==> src/rtl/cpu_seq_ctrl.sv <==
// Multi-cycle FETCH/DECODE/EXEC/WB sequencer for the 8-bit register-file CPU.
// MUL is an iterative shift-add; JUMP is taken only when the last write-back result was non-zero.
module cpu_seq_ctrl #(
  parameter int DATA_WIDTH     = 8,
  parameter int ADDR_WIDTH     = 8,
  parameter int REG_ADDR_WIDTH = 4,
  parameter int CMD_WIDTH      = 16
) (
  input  logic                      clk,
  input  logic                      reset,
  output logic [ADDR_WIDTH-1:0]     imem_addr,
  input  logic [CMD_WIDTH-1:0]      imem_data,
  output logic [REG_ADDR_WIDTH-1:0] rf_addr_a,
  output logic [REG_ADDR_WIDTH-1:0] rf_addr_b,
  input  logic [DATA_WIDTH-1:0]     rf_operand_a,
  input  logic [DATA_WIDTH-1:0]     rf_operand_b,
  output logic                      rf_wen,
  output logic [REG_ADDR_WIDTH-1:0] rf_addr_write,
  output logic [DATA_WIDTH-1:0]     rf_data_in,
  output logic                      dmem_wen,
  output logic [ADDR_WIDTH-1:0]     dmem_addr,
  output logic [DATA_WIDTH-1:0]     dmem_data,
  output logic                      instr_done,
  output logic                      halted
);

  typedef enum logic [2:0] {
    S_FETCH  = 3'd0,
    S_DECODE = 3'd1,
    S_EXEC   = 3'd2,
    S_WB     = 3'd3,
    S_HALTED = 3'd4
  } state_t;

  localparam logic [3:0] OP_MUL  = 4'b0001;
  localparam logic [3:0] OP_XNOR = 4'b0010;
  localparam logic [3:0] OP_MOVE = 4'b0011;
  localparam logic [3:0] OP_JUMP = 4'b0100;
  localparam logic [3:0] OP_LOAD = 4'b0101;
  localparam logic [3:0] OP_HALT = 4'b1111;

  localparam int CNT_W = (DATA_WIDTH > 1) ? $clog2(DATA_WIDTH) : 1;
  localparam logic [CNT_W-1:0] CNT_LAST = CNT_W'(DATA_WIDTH - 1);

  state_t                state;
  state_t                state_next;
  logic [ADDR_WIDTH-1:0] pc;
  logic [CMD_WIDTH-1:0]  ir;
  logic                  nz_flag;
  logic [CNT_W-1:0]      mul_cnt;
  logic [DATA_WIDTH-1:0] acc;
  logic [DATA_WIDTH-1:0] acc_next;
  logic [DATA_WIDTH-1:0] op_a;
  logic [DATA_WIDTH-1:0] op_b;
  logic [DATA_WIDTH-1:0] result;
  logic [3:0]            opcode;

  assign opcode    = ir[15:12];
  assign imem_addr = pc;
  assign acc_next  = acc + (op_b[0] ? op_a : '0);

  // State register
  always_ff @(posedge clk or posedge reset) begin
    if (reset) state <= S_FETCH;
    else       state <= state_next;
  end

  // Next-state logic
  always_comb begin
    state_next = state;
    case (state)
      S_FETCH:  state_next = S_DECODE;
      S_DECODE: begin
        case (opcode)
          OP_MUL, OP_XNOR, OP_MOVE: state_next = S_EXEC;
          OP_HALT:                  state_next = S_HALTED;
          default:                  state_next = S_FETCH;
        endcase
      end
      S_EXEC: begin
        if (opcode == OP_MUL && mul_cnt != CNT_LAST) state_next = S_EXEC;
        else                                         state_next = S_WB;
      end
      S_WB:     state_next = S_FETCH;
      S_HALTED: state_next = S_HALTED;
      default:  state_next = S_FETCH;
    endcase
  end

  // Datapath registers; operands are captured in DECODE so a later write-back cannot disturb them
  always_ff @(posedge clk or posedge reset) begin
    if (reset) begin
      pc      <= '0;
      ir      <= '0;
      nz_flag <= 1'b0;
      mul_cnt <= '0;
      acc     <= '0;
      op_a    <= '0;
      op_b    <= '0;
      result  <= '0;
    end else begin
      case (state)
        S_FETCH: begin
          ir <= imem_data;
          pc <= pc + 1'b1;
        end
        S_DECODE: begin
          op_a <= rf_operand_a;
          op_b <= rf_operand_b;
          if (opcode == OP_MUL) begin
            acc     <= '0;
            mul_cnt <= '0;
          end
          if (opcode == OP_JUMP && nz_flag) pc <= ADDR_WIDTH'(ir[7:0]);
        end
        S_EXEC: begin
          if (opcode == OP_MUL) begin
            acc     <= acc_next;
            result  <= acc_next;
            op_a    <= op_a << 1;
            op_b    <= op_b >> 1;
            mul_cnt <= mul_cnt + 1'b1;
          end else if (opcode == OP_XNOR) begin
            result <= ~(op_a ^ op_b);
          end else begin
            result <= op_a;
          end
        end
        S_WB: nz_flag <= (result != '0);
        default: ;
      endcase
    end
  end

  // Output decode
  always_comb begin
    rf_addr_a     = '0;
    rf_addr_b     = '0;
    rf_wen        = 1'b0;
    rf_addr_write = '0;
    rf_data_in    = '0;
    dmem_wen      = 1'b0;
    dmem_addr     = '0;
    dmem_data     = '0;
    instr_done    = 1'b0;
    halted        = 1'b0;
    case (state)
      S_DECODE: begin
        rf_addr_a = (opcode == OP_MOVE) ? REG_ADDR_WIDTH'(ir[7:4]) : REG_ADDR_WIDTH'(ir[11:8]);
        rf_addr_b = REG_ADDR_WIDTH'(ir[7:4]);
        case (opcode)
          OP_MUL, OP_XNOR, OP_MOVE, OP_HALT: ;
          OP_LOAD: begin
            dmem_wen   = 1'b1;
            dmem_addr  = ADDR_WIDTH'(ir[11:8]);
            dmem_data  = DATA_WIDTH'(ir[7:0]);
            instr_done = 1'b1;
          end
          default: instr_done = 1'b1;
        endcase
      end
      S_WB: begin
        rf_wen        = 1'b1;
        rf_addr_write = (opcode == OP_MOVE) ? REG_ADDR_WIDTH'(ir[11:8]) : REG_ADDR_WIDTH'(ir[3:0]);
        rf_data_in    = result;
        instr_done    = 1'b1;
      end
      S_HALTED: halted = 1'b1;
      default: ;
    endcase
  end

endmodule
==> config.mk <==
export PLATFORM = sky130hd
export DESIGN_NAME = cpu_seq_ctrl
export DESIGN_NICKNAME = d
export VERILOG_FILES = /design/src/rtl/cpu_seq_ctrl.sv
export SDC_FILE = /design/constraint.sdc
export NUM_CORES = 1
export LEC_CHECK = 0
export ABC_AREA = 1
export BUFFER_PORTS_ARGS = -buffer_cell sky130_fd_sc_hd__clkbuf_2
export CORE_AREA = 3 3 98 100
export DETAILED_ROUTE_END_ITERATION = 8
export DIE_AREA = 0 0 101 103
export GPL_ROUTABILITY_DRIVEN = 0
export GPL_TIMING_DRIVEN = 0
export PLACE_DENSITY_LB_ADDON = 0.12
export SLEW_MARGIN = 20
export SYNTH_ARGS = -nofsm -noshare
export SYNTH_HDL_FRONTEND = slang
export SYNTH_SLANG_ARGS = --single-unit
export TNS_END_PERCENT = 10
==> constraint.sdc <==
create_clock -name clk -period 5.7 [get_ports clk]
set_input_delay 0.855 -clock clk [delete_from_list [all_inputs] [get_ports clk]]
set_output_delay 0.855 -clock clk [all_outputs]
set_load 0.005 [all_outputs]
==> metrics.md, run 1 <==
| Metric | Value |
|---|---|
| Initial Utilization | 44.0% |
| Largest net degree at the start of global routing | 35 |
| Pre-antenna DRT Iters | 5 |
| Mapped cell area | 3860 um^2 |
| Finish-stage setup viols | 0 |
| Die H | 103 um |
| Leak pwr | 2.59 nW |
| Synth cell types | 36 |
| CTS tree | yes |
| Switching power | 1.18 mW |
| Fraction of layout cells with a size suffix above 1 | 21.5% |
| CP Class | reg -> out |
| Count leader, synth | nand2_1 |
| Area contributors post-synth | dfrtp_1 (41%), nand2_1 (16%), inv_1 (6.8%) |
| Total I/O pin count | 82 |
| PwrDens | 559 nW/um^2 |
| Top_reg_cell synth | dfrtp_1 |
| Synth cell count leaders | nand2_1 (169), inv_1 (70), dfrtp_1 (63) |
| Status | finished clean |
| Syn. warnings | 0 |
| Max IR drop VDD | 224 uV |
| Crit start category | flip-flop |
| WHS | 0.481 ns |
| Vias in the first global route | 3,433 |
| Layout fillers | 903 |
| Slew at the pin with the worst max-slew slack | 0.601 ns |
| Crit share post-route | 49.9% |
| Port bufs | 77 |
| H-tree levels | 3 |
| Critical path arrival | 1.99 ns |
| Placed insts | 728 |
| Finished Layout Cells | 744 |
| Routed WL | 10.2 mm |
| Flop pwr share | 31.7% |
| Post-CTS Hold Buffers | 0 |
| TritonCTS buffer count | 9 |
| Comb pwr share | 49.7% |
| WP data required | 4.85 ns |
| DP HPWL | 7.85 mm |
| Antenna violations before repair | 0 |
| FMAX | 351 MHz |
| Final Hold Viols | 0 |
| Vias | 3,668 |
| Synth top area share | 40.9% |
| Worst-Skew Late Latency | 0.35 ns |
| First-pass GRT wire length | 16.5 mm |
| Synth Register Bits | 63 |
| Finished Cell Area | 4660 um^2 |
| Headroom to the max-slew limit | 59.8% |
| Die area | 10,400 um^2 |
| FF/Latch Area | 1580 um^2 |
| Clock share of power | 18.6% |
| Area of the multi-input gates | 1850 um^2 |
| Min Clock Period, post-route | 2.85 ns |
| Largest area contributor in the netlist | dfrtp_1 |
| Diode count | 0 |
| Synth-to-Final Area Change | 20.7% |
| GRT overflow | 0 |
| Max-slew violations | 0 |
| Placed Instance Area | 4410 um^2 |
| Net Sw Frac | 45.4% |
| Die width | 101 um |
| CP Capture Type | primary output |
| Internal power | 1.42 mW |
| Via density | 4.93 |
| PnR worst setup slack | 2.85 ns |
| Async SR Flop Fraction | 100% |
| Max-Cap Viols | 0 |
| Peak fanout along the critical path | 10 |
| DRT iter0 DRCs | 125 |
| Sequential-to-total area share from yosys stat | 40.9% |
| Net count reported at finish | 677 |
| Syn Inst Count | 539 |
| CTS resizes | 0 |
| Clock sink count | 63 |
| Number of setup buffers added after CTS | 0 |
| Rows | 34 |
| Placement Setup Slack | 3.24 ns |
| RSZ-0062 raised after global routing | no |
| Worst Clk Skew | 0.0105 ns |
| Longest Clk Path Bufs | 2 |
| Fin Setup TNS | 0 ns |
| Core box area | 8760 um^2 |
| Root Driver | clkbuf_8 |
| Post-route ant nets | 0 |
| Per-cell routed wire length | 13.8 um |
| Total GRT Usage | 20.3% |
| Hold Path Class | reg -> reg |
| Clock transition at path regs | 0.08 ns |
| Post-synth EDFFs | 0 |
| Syn Area/Cell | 7.15 um^2 |
| DRC viols | 0 |
sequential cells by signal, indices dropped and copies added, names as in the netlist:
register	flops
nz_flag	1
result	8
imem_addr	8
acc	8
state	3
op_a	8
op_b	8
mul_cnt	3
ir	16
path summary, 6_finish.rpt:
kind	startpoint	to	slack, ns	cells after the start
min in group asynchronous	reset	ir[10]	0.50	2
setup / recovery	state[2]	rf_data_in[7]	2.85	4
max in group asynchronous	reset	op_a[1]	4.67	3
hold reg to reg	mul_cnt[0]	mul_cnt[0]	0.48	1
hold / removal	mul_cnt[0]	mul_cnt[0]	0.48	1
setup reg to reg	op_a[0]	acc[6]	3.80	11
final cells by class:
| type | instances | area share [%] |
|---|---|---|
| buffer | 19 | 3.12 |
| clock buffer | 9 | 2.66 |
| clock inverter | 7 | 2.61 |
| inverter | 79 | 6.42 |
| multi-input combinational | 381 | 39.7 |
| sequential | 63 | 33.9 |
| tap | 108 | 2.90 |
| timing repair buffer | 78 | 8.71 |
worst max-delay path, cell delays in order, from the launching register on:
cell and delay, ns:
dfrtp_1 0.46, nor3_4 0.40, clkinv_1 0.38, nor2_1 0.25
clkbuf_2 0.15
kinds of logic after synthesis:
group / count (synthesis) / share of synthesized area (%)
other: 1 / 0.0972
flip-flops: 63 / 40.9
XOR/XNOR: 7 / 1.59
AO/OA/AOI/OAI: 89 / 12.5
buffers and inverters: 98 / 11.5
adder cells (fa/ha/maj): 12 / 4.09
AND/OR/NAND/NOR: 269 / 29.4
power by group through the flow:
stage	clock, mW	sequential (mW)	combinational [mW]
6_report	0.484	0.824	1.29
5_1_grt	0.515	0.849	1.49
4_1_cts	0.492	0.824	1.31
3_5_place_dp	0	0.832	1.30
3_3_place_gp	0	0.824	1.27
2_1_floorplan	0	0.792	0.941
per-layer routing:
metal / part of all wire [%] / vias to the layer above / track usage, % / wire [um]
met5: 0 / - / 0 / 0
met4: 1.4 / 0 / 6.34 / 140
met3: 4.4 / 16 / 3.11 / 453
met2: 50 / 90 / 35.8 / 5170
met1: 44 / 1703 / 25.7 / 4470
li1: - / 1859 / - / -
per-stage QoR:
step / util, % / power, mW
2_1_floorplan: - / 1.73
5_1_grt: 53.1 / 2.85
3_3_place_gp: 50.1 / 2.09
6_report: 53.1 / 2.60
4_1_cts: 53.1 / 2.62
3_5_place_dp: 50.3 / 2.13
cell usage in the layout, fill, tap and decap left out, types with 2 or more instances in the layout:
master     instances
nand2_1          169
clkbuf_2          78
inv_1             69
dfrtp_1           63
nor2_1            52
o21ai_0           51
nand3_1           29
a21oi_1           17
o21ai_1           11
ha_1              11
clkbuf_8           9
buf_4              8
inv_2              8
nor2_2             6
buf_6              5
buf_2              4
xnor2_1            4
nor3_1             4
conb_1             4
nand2_4            3
xor2_1             3
clkinv_4           3
bufinv_16          3
o21a_1             2
a21oi_2            2
nand4_1            2
Note: power is estimated with default switching activity, not from simulation.
==> inputs of run 2 (changes only) <==
==> constraint.sdc (replaced) <==
create_clock -name clk -period 2.3 [get_ports clk]
set_input_delay 0.345 -clock clk [delete_from_list [all_inputs] [get_ports clk]]
set_output_delay 0.345 -clock clk [all_outputs]
set_load 0.005 [all_outputs]
==> run 2 against run 1 <==
  * The run now ends with hold timing left
  * Via count barely moved
  * First-iteration DRC count fell by 18%
  * Core utilization rose by 0.10 points
  * Global-route usage did not move
  * Critical path type unchanged
  * Critical endpoint is now rf_addr_a[1]
  * Largest power group unchanged
==> metrics.md, run 2 (same netlist as run 1, synthesis figures left out) <==
| Metric | Value |
|---|---|
| Vias | 3,665 (was 3,668) |
| WHS | -0.00896 ns (was 0.481 ns) |
| Headroom to the max-slew limit | 58.3% (was 59.8%) |
| Via density | 4.93 (about the same) |
| Finish-stage setup viols | 0 (unchanged) |
| Placed Instance Area | 4410 um^2 (unchanged) |
| Max-slew violations | 0 (unchanged) |
| Critical path arrival | 1.85 ns (was 1.99 ns) |
| CTS tree | yes (unchanged) |
| Fraction of layout cells with a size suffix above 1 | 22.2% (was 21.5%) |
| Die area | 10,400 um^2 (unchanged) |
| Net Sw Frac | 45.3% (was 45.4%) |
| Most frequent cells in the layout | nand2_1 (169), clkbuf_2 (79), inv_1 (69) (was nand2_1 (169), clkbuf_2 (78), inv_1 (69)) |
| Worst Clk Skew | 0.00970 ns (was 0.0105 ns) |
| Diode count | 0 (unchanged) |
| Crit start category | flip-flop (unchanged) |
| Total I/O pin count | 82 (unchanged) |
| Commonest non-fill, non-tap cell in the layout | nand2_1 (unchanged) |
| Die H | 103 um (unchanged) |
| PnR worst setup slack | 0.108 ns (was 2.85 ns) |
| Largest net degree at the start of global routing | 35 (unchanged) |
| Per-cell routed wire length | 13.7 um (was 13.8 um) |
| GRT overflow | 0 (unchanged) |
| Initial Utilization | 44.0% (unchanged) |
| Antenna violations before repair | 0 (unchanged) |
| Max FFs per register | 16 (unchanged) |
| Pre-antenna DRT Iters | 4 (was 5) |
| Register with the most flip-flops | ir (unchanged) |
| Final Hold Viols | 5 (was 0) |
| Core box area | 8760 um^2 (unchanged) |
| CP Class | reg -> out (unchanged) |
| Placement Setup Slack | 0.350 ns (was 3.24 ns) |
| FMAX | 456 MHz |
| Internal power | 3.52 mW (was 1.42 mW) |
| PwrDens | 1380 nW/um^2 (was 559 nW/um^2) |
| Peak fanout along the critical path | 10 (unchanged) |
| Synth-to-Final Area Change | 21.0% (was 20.7%) |
| Min Clock Period, post-route | 2.19 ns |
| Total GRT Usage | 20.3% (unchanged) |
| Rows | 34 (unchanged) |
| DRT iter0 DRCs | 103 (was 125) |
| Crit path from | state[2] (unchanged) |
| Comb pwr share | 49.8% (was 49.7%) |
| DP HPWL | 7.85 mm (unchanged) |
| WP data required | 1.96 ns (was 4.85 ns) |
| Root Driver | clkbuf_8 (unchanged) |
| Post-route ant nets | 0 (unchanged) |
| Clock sink count | 63 (unchanged) |
| Die width | 101 um (unchanged) |
| Failing checks | hold timing |
| TritonCTS buffer count | 9 (unchanged) |
| DRC viols | 0 (unchanged) |
| Clock transition at path regs | 0.08 ns (about the same) |
| Net count reported at finish | 677 (unchanged) |
| Clock share of power | 18.5% (was 18.6%) |
| First-pass GRT wire length | 16.5 mm (unchanged) |
| CP Capture Type | primary output (unchanged) |
| Hold Path Class | in -> async (was reg -> reg) |
| Status | finished with violations (was finished clean) |
| Leak pwr | 2.60 nW (was 2.59 nW) |
| H-tree levels | 3 (unchanged) |
| Max IR drop VDD | 552 uV (was 224 uV) |
| Crit share post-route | 95.3% |
| Routed WL | 10.2 mm (about the same) |
| Slew at the pin with the worst max-slew slack | 0.623 ns (was 0.601 ns) |
| Port bufs | 77 (unchanged) |
| Finished Cell Area | 4660 um^2 (about the same) |
| Switching power | 2.92 mW (was 1.18 mW) |
| Max-Cap Viols | 0 (unchanged) |
| RSZ-0062 raised after global routing | yes (was no) |
| Longest Clk Path Bufs | 2 (unchanged) |
| Vias in the first global route | 3,433 (unchanged) |
| Worst-Skew Late Latency | 0.35 ns (about the same) |
| Reg2Reg Launch Point | op_a[0] (unchanged) |
| Flop pwr share | 31.8% (was 31.7%) |
| Post-CTS Hold Buffers | 0 (unchanged) |
## run 2: power by group through the flow
| stage | registers [mW] | clock network (mW) | logic, mW |
|---|---|---|---|
| 2_1_floorplan | 1.96 | 0 | 2.33 |
| 3_3_place_gp | 2.04 | 0 | 3.14 |
| 3_5_place_dp | 2.06 | 0 | 3.22 |
| 4_1_cts | 2.04 | 1.22 | 3.24 |
| 5_1_grt | 2.11 | 1.28 | 3.69 |
| 6_report | 2.05 | 1.19 | 3.21 |
## run 2: worst max-delay path, stage by stage (launching register included)
cell	delay, ns
dfrtp_2	0.46
nor2_2	0.18
nand2_4	0.14
inv_2	0.12
buf_4	0.19
o21ai_0	0.11
a21oi_1	0.15
clkbuf_2	0.14
## run 2: metal layers
metal  share of wire (%)  GRT usage, %
met1                  44          25.7
met2                  51          35.8
met3                 4.6          3.11
met4                 1.1          6.34
met5                   0             0
## run 2: layout make-up
cell class | instances | area, um^2
Multi-Input combinational cell | 381 | 1850
Clock buffer | 9 | 124
Sequential cell | 63 | 1580
Inverter | 79 | 300
Buffer | 19 | 146
Clock inverter | 7 | 121
Tap cell | 108 | 135
Fill cell | 901 | 4100
Timing Repair Buffer | 78 | 405
## run 2: path summary, 6_finish.rpt
| kind | slack (ns) | depth (start not counted) | endpoint |
|---|---|---|---|
| max | 0.11 | 7 | rf_addr_a[1] |
| min | -0.009 | 2 | ir[10] |
| max reg2reg | 0.40 | 11 | acc[6] |
| min reg2reg | 0.48 | 1 | mul_cnt[0] |
| max in group asynchronous | 1.77 | 3 | op_a[1] |
| min in group clk | 0.20 | 3 | ir[9] |
## run 2: through the flow
stage	util (%)	cells	hold WS [ns]	TNS, ns	total power [mW]
after detailed placement	50.3	728	0.383	0	5.28
final	53.2	744	-0.00896	0	6.44
after CTS	53.1	744	0.00166	0	6.50
after global routing	53.2	744	0.0102	-0.00912	7.07
after floorplan	-	542	0.446	0	4.29
after global placement	50.1	727	0.458	-33.42	5.18
## run 2: what timing repair did
action | in CTS | in global routing
setup endpoints to repair | 3 | 6
setup buffers | 0 | 0
gates resized for setup | 1 | 4
==> inputs of run 3 (changes only) <==
--- a/config.mk
+++ b/config.mk
@@ -12,6 +12,7 @@
 export DIE_AREA = 0 0 101 103
 export GPL_ROUTABILITY_DRIVEN = 0
 export GPL_TIMING_DRIVEN = 0
+export MAX_ROUTING_LAYER = met4
 export PLACE_DENSITY_LB_ADDON = 0.12
 export SLEW_MARGIN = 20
 export SYNTH_ARGS = -nofsm -noshare
==> run 3 against run 2 <==
  * The flow still finishes with violations (hold timing)
  * Count of clock-buffer cells in the layout unchanged
  * Clock power about the same
  * Global-route usage increased by 0.59 points
  * Total power about the same
  * Critical endpoint unchanged
  * Maximum frequency decreased by 0.30%
  * Worst setup slack got worse by 0.0065 ns
  * First-iteration DRC count increased by 4.9%
  * Sequential cell count unchanged
  * Largest cell class unchanged
  * Sequential share of layout area unchanged
==> metrics.md, run 3 (same netlist as run 1, synthesis figures left out) <==
| Metric | Value |
|---|---|
| DRC viols | 0 (unchanged) |
| Leak pwr | 2.60 nW (unchanged) |
| DRT iter0 DRCs | 108 (was 103) |
| Finished Layout Cells | 744 (unchanged) |
| DP HPWL | 7.85 mm (unchanged) |
| Root Driver | clkbuf_8 (unchanged) |
| Worst path depth | 7 (unchanged) |
| Per-cell routed wire length | 13.7 um (about the same) |
| Register with the most flip-flops | ir (unchanged) |
| CP bufs+invs | 3 (unchanged) |
| Longest Clk Path Bufs | 2 (unchanged) |
| Max-slew violations | 0 (unchanged) |
| Finish-stage setup viols | 0 (unchanged) |
| CP Capture Type | primary output (unchanged) |
| Via density | 4.90 (was 4.93) |
| Total GRT Usage | 20.9% (was 20.3%) |
| Antenna violations before repair | 0 (unchanged) |
| Die H | 103 um (unchanged) |
| Util after Layout | 53.2% (unchanged) |
| Diode count | 0 (unchanged) |
| Clock share of power | 18.5% (about the same) |
| Hold Path Class | in -> async (unchanged) |
| Die area | 10,400 um^2 (unchanged) |
| Placed Instance Area | 4410 um^2 (unchanged) |
| Largest net degree at the start of global routing | 35 (unchanged) |
| Die width | 101 um (unchanged) |
| TritonCTS buffer count | 9 (unchanged) |
| Cells along the critical path | nor2_2 -> nand2_4 -> inv_2 -> buf_4 -> o21ai_0 -> a21oi_1 -> clkbuf_2 (unchanged) |
| Clock transition at path regs | 0.08 ns (about the same) |
| WP data required | 1.96 ns (about the same) |
| Vias in the first global route | 3,443 (was 3,433) |
| Switching power | 2.92 mW (about the same) |
| Worst Clk Skew | 0.0108 ns (was 0.00970 ns) |
| CTS tree | yes (unchanged) |
| Vias | 3,645 (was 3,665) |
| Internal power | 3.52 mW (about the same) |
| Rows | 34 (unchanged) |
| Pre-antenna DRT Iters | 4 (unchanged) |
| RSZ-0062 raised after global routing | yes (unchanged) |
| Routed WL | 10.2 mm (about the same) |
| FMAX | 455 MHz (was 456 MHz) |
| Total I/O pin count | 82 (unchanged) |
| Slew at the pin with the worst max-slew slack | 0.579 ns (was 0.623 ns) |
| Max-Cap Viols | 0 (unchanged) |
| Layout fillers | 901 (unchanged) |
| Clock sink count | 63 (unchanged) |
| First-pass GRT wire length | 16.4 mm (was 16.5 mm) |
| Final Hold Viols | 12 (was 5) |
| Commonest non-fill, non-tap cell in the layout | nand2_1 (unchanged) |
| Net count reported at finish | 677 (unchanged) |
| Headroom to the max-slew limit | 61.2% (was 58.3%) |
| Worst r2r path cells | 11 (unchanged) |
| Initial Utilization | 44.0% (unchanged) |
| PwrDens | 1380 nW/um^2 (about the same) |
| Min Clock Period, post-route | 2.20 ns (was 2.19 ns) |
| CP Class | reg -> out (unchanged) |
| Max IR drop VDD | 554 uV (was 552 uV) |
| GRT overflow | 0 (unchanged) |
| Critical path arrival | 1.85 ns (about the same) |
| Core box area | 8760 um^2 (unchanged) |
| Port bufs | 77 (unchanged) |
| Post-route ant nets | 0 (unchanged) |
| Peak fanout along the critical path | 10 (unchanged) |
| Finished Cell Area | 4660 um^2 (unchanged) |
| H-tree levels | 3 (unchanged) |
| Max FFs per register | 16 (unchanged) |
| CP max stage delay | 0.46 ns (about the same) |
| Synth-to-Final Area Change | 21.0% (unchanged) |
| Comb pwr share | 49.7% (was 49.8%) |
| Placed insts | 728 (unchanged) |
| Failing checks | hold timing (unchanged) |
| Flop pwr share | 31.8% (about the same) |
| Crit start category | flip-flop (unchanged) |
| Most frequent cells in the layout | nand2_1 (169), clkbuf_2 (79), inv_1 (69) (unchanged) |
| Fraction of layout cells with a size suffix above 1 | 22.2% (unchanged) |
| WHS | -0.0114 ns (was -0.00896 ns) |
| Top Family by Delay on Critical Path | flip-flops (unchanged) |
| Crit share post-route | 95.6% (was 95.3%) |
| Worst-Skew Late Latency | 0.35 ns (about the same) |
| Status | finished with violations (unchanged) |
| Net Sw Frac | 45.4% (was 45.3%) |
| Crit-path slowest cell | dfrtp_2 (unchanged) |
-- run 3: cell counts in the layout (fill, tap and decap cells not counted) --
Identical to the previous run, type by type.
-- run 3: power by group through the flow --
stage / sequential (mW) / combinational (mW) / clock (mW)
6_report: 2.05 / 3.20 / 1.20
5_1_grt: 2.11 / 3.69 / 1.28
4_1_cts: 2.04 / 3.24 / 1.22
3_5_place_dp: 2.06 / 3.22 / 0
3_3_place_gp: 2.04 / 3.14 / 0
2_1_floorplan: 1.96 / 2.33 / 0
-- run 3: path summary, 6_finish.rpt --
path / from / to / slack, ns
setup / recovery: state[2] / rf_addr_a[1] / 0.10
hold / removal: reset / ir[10] / -0.01
setup reg to reg: op_a[0] / acc[6] / 0.41
hold reg to reg: mul_cnt[0] / mul_cnt[0] / 0.48
max in group asynchronous: reset / op_a[1] / 1.78
min in group clk: imem_data[9] / ir[9] / 0.20
-- run 3: cell type report --
type,instances,area (um^2),area share (%)
Sequential cell,63,1580,33.8
Clock buffer,9,124,2.66
Tap cell,108,135,2.90
Timing Repair Buffer,78,405,8.69
Clock inverter,7,121,2.60
Multi-Input combinational cell,381,1850,39.8
Inverter,79,300,6.44
Buffer,19,146,3.14
-- run 3: metal layers --
layer / global-route usage (%) / routed length, um / up-vias
met5: - / 0 / -
met4: 6.34 / 111 / 0
met3: 3.04 / 511 / 12
met2: 35.8 / 5170 / 91
met1: 25.6 / 4430 / 1684
li1: - / - / 1858
-- run 3: what timing repair did --
item,4_1_cts,5_1_grt
hold buffers,0,0
pin swaps,0,0
gates resized for setup,1,4
endpoints found under the setup margin,3,6
setup buffers,0,0
-- run 3: through the flow --
stage	setup slack, ns	setup TNS (ns)	total power [mW]
3_5_place_dp	0.350	0	5.28
6_report	0.102	0	6.45
2_1_floorplan	0.385	0	4.29
5_1_grt	-0.00911	-0.00911	7.07
3_3_place_gp	-0.534	-33.42	5.18
4_1_cts	0.0510	0	6.50
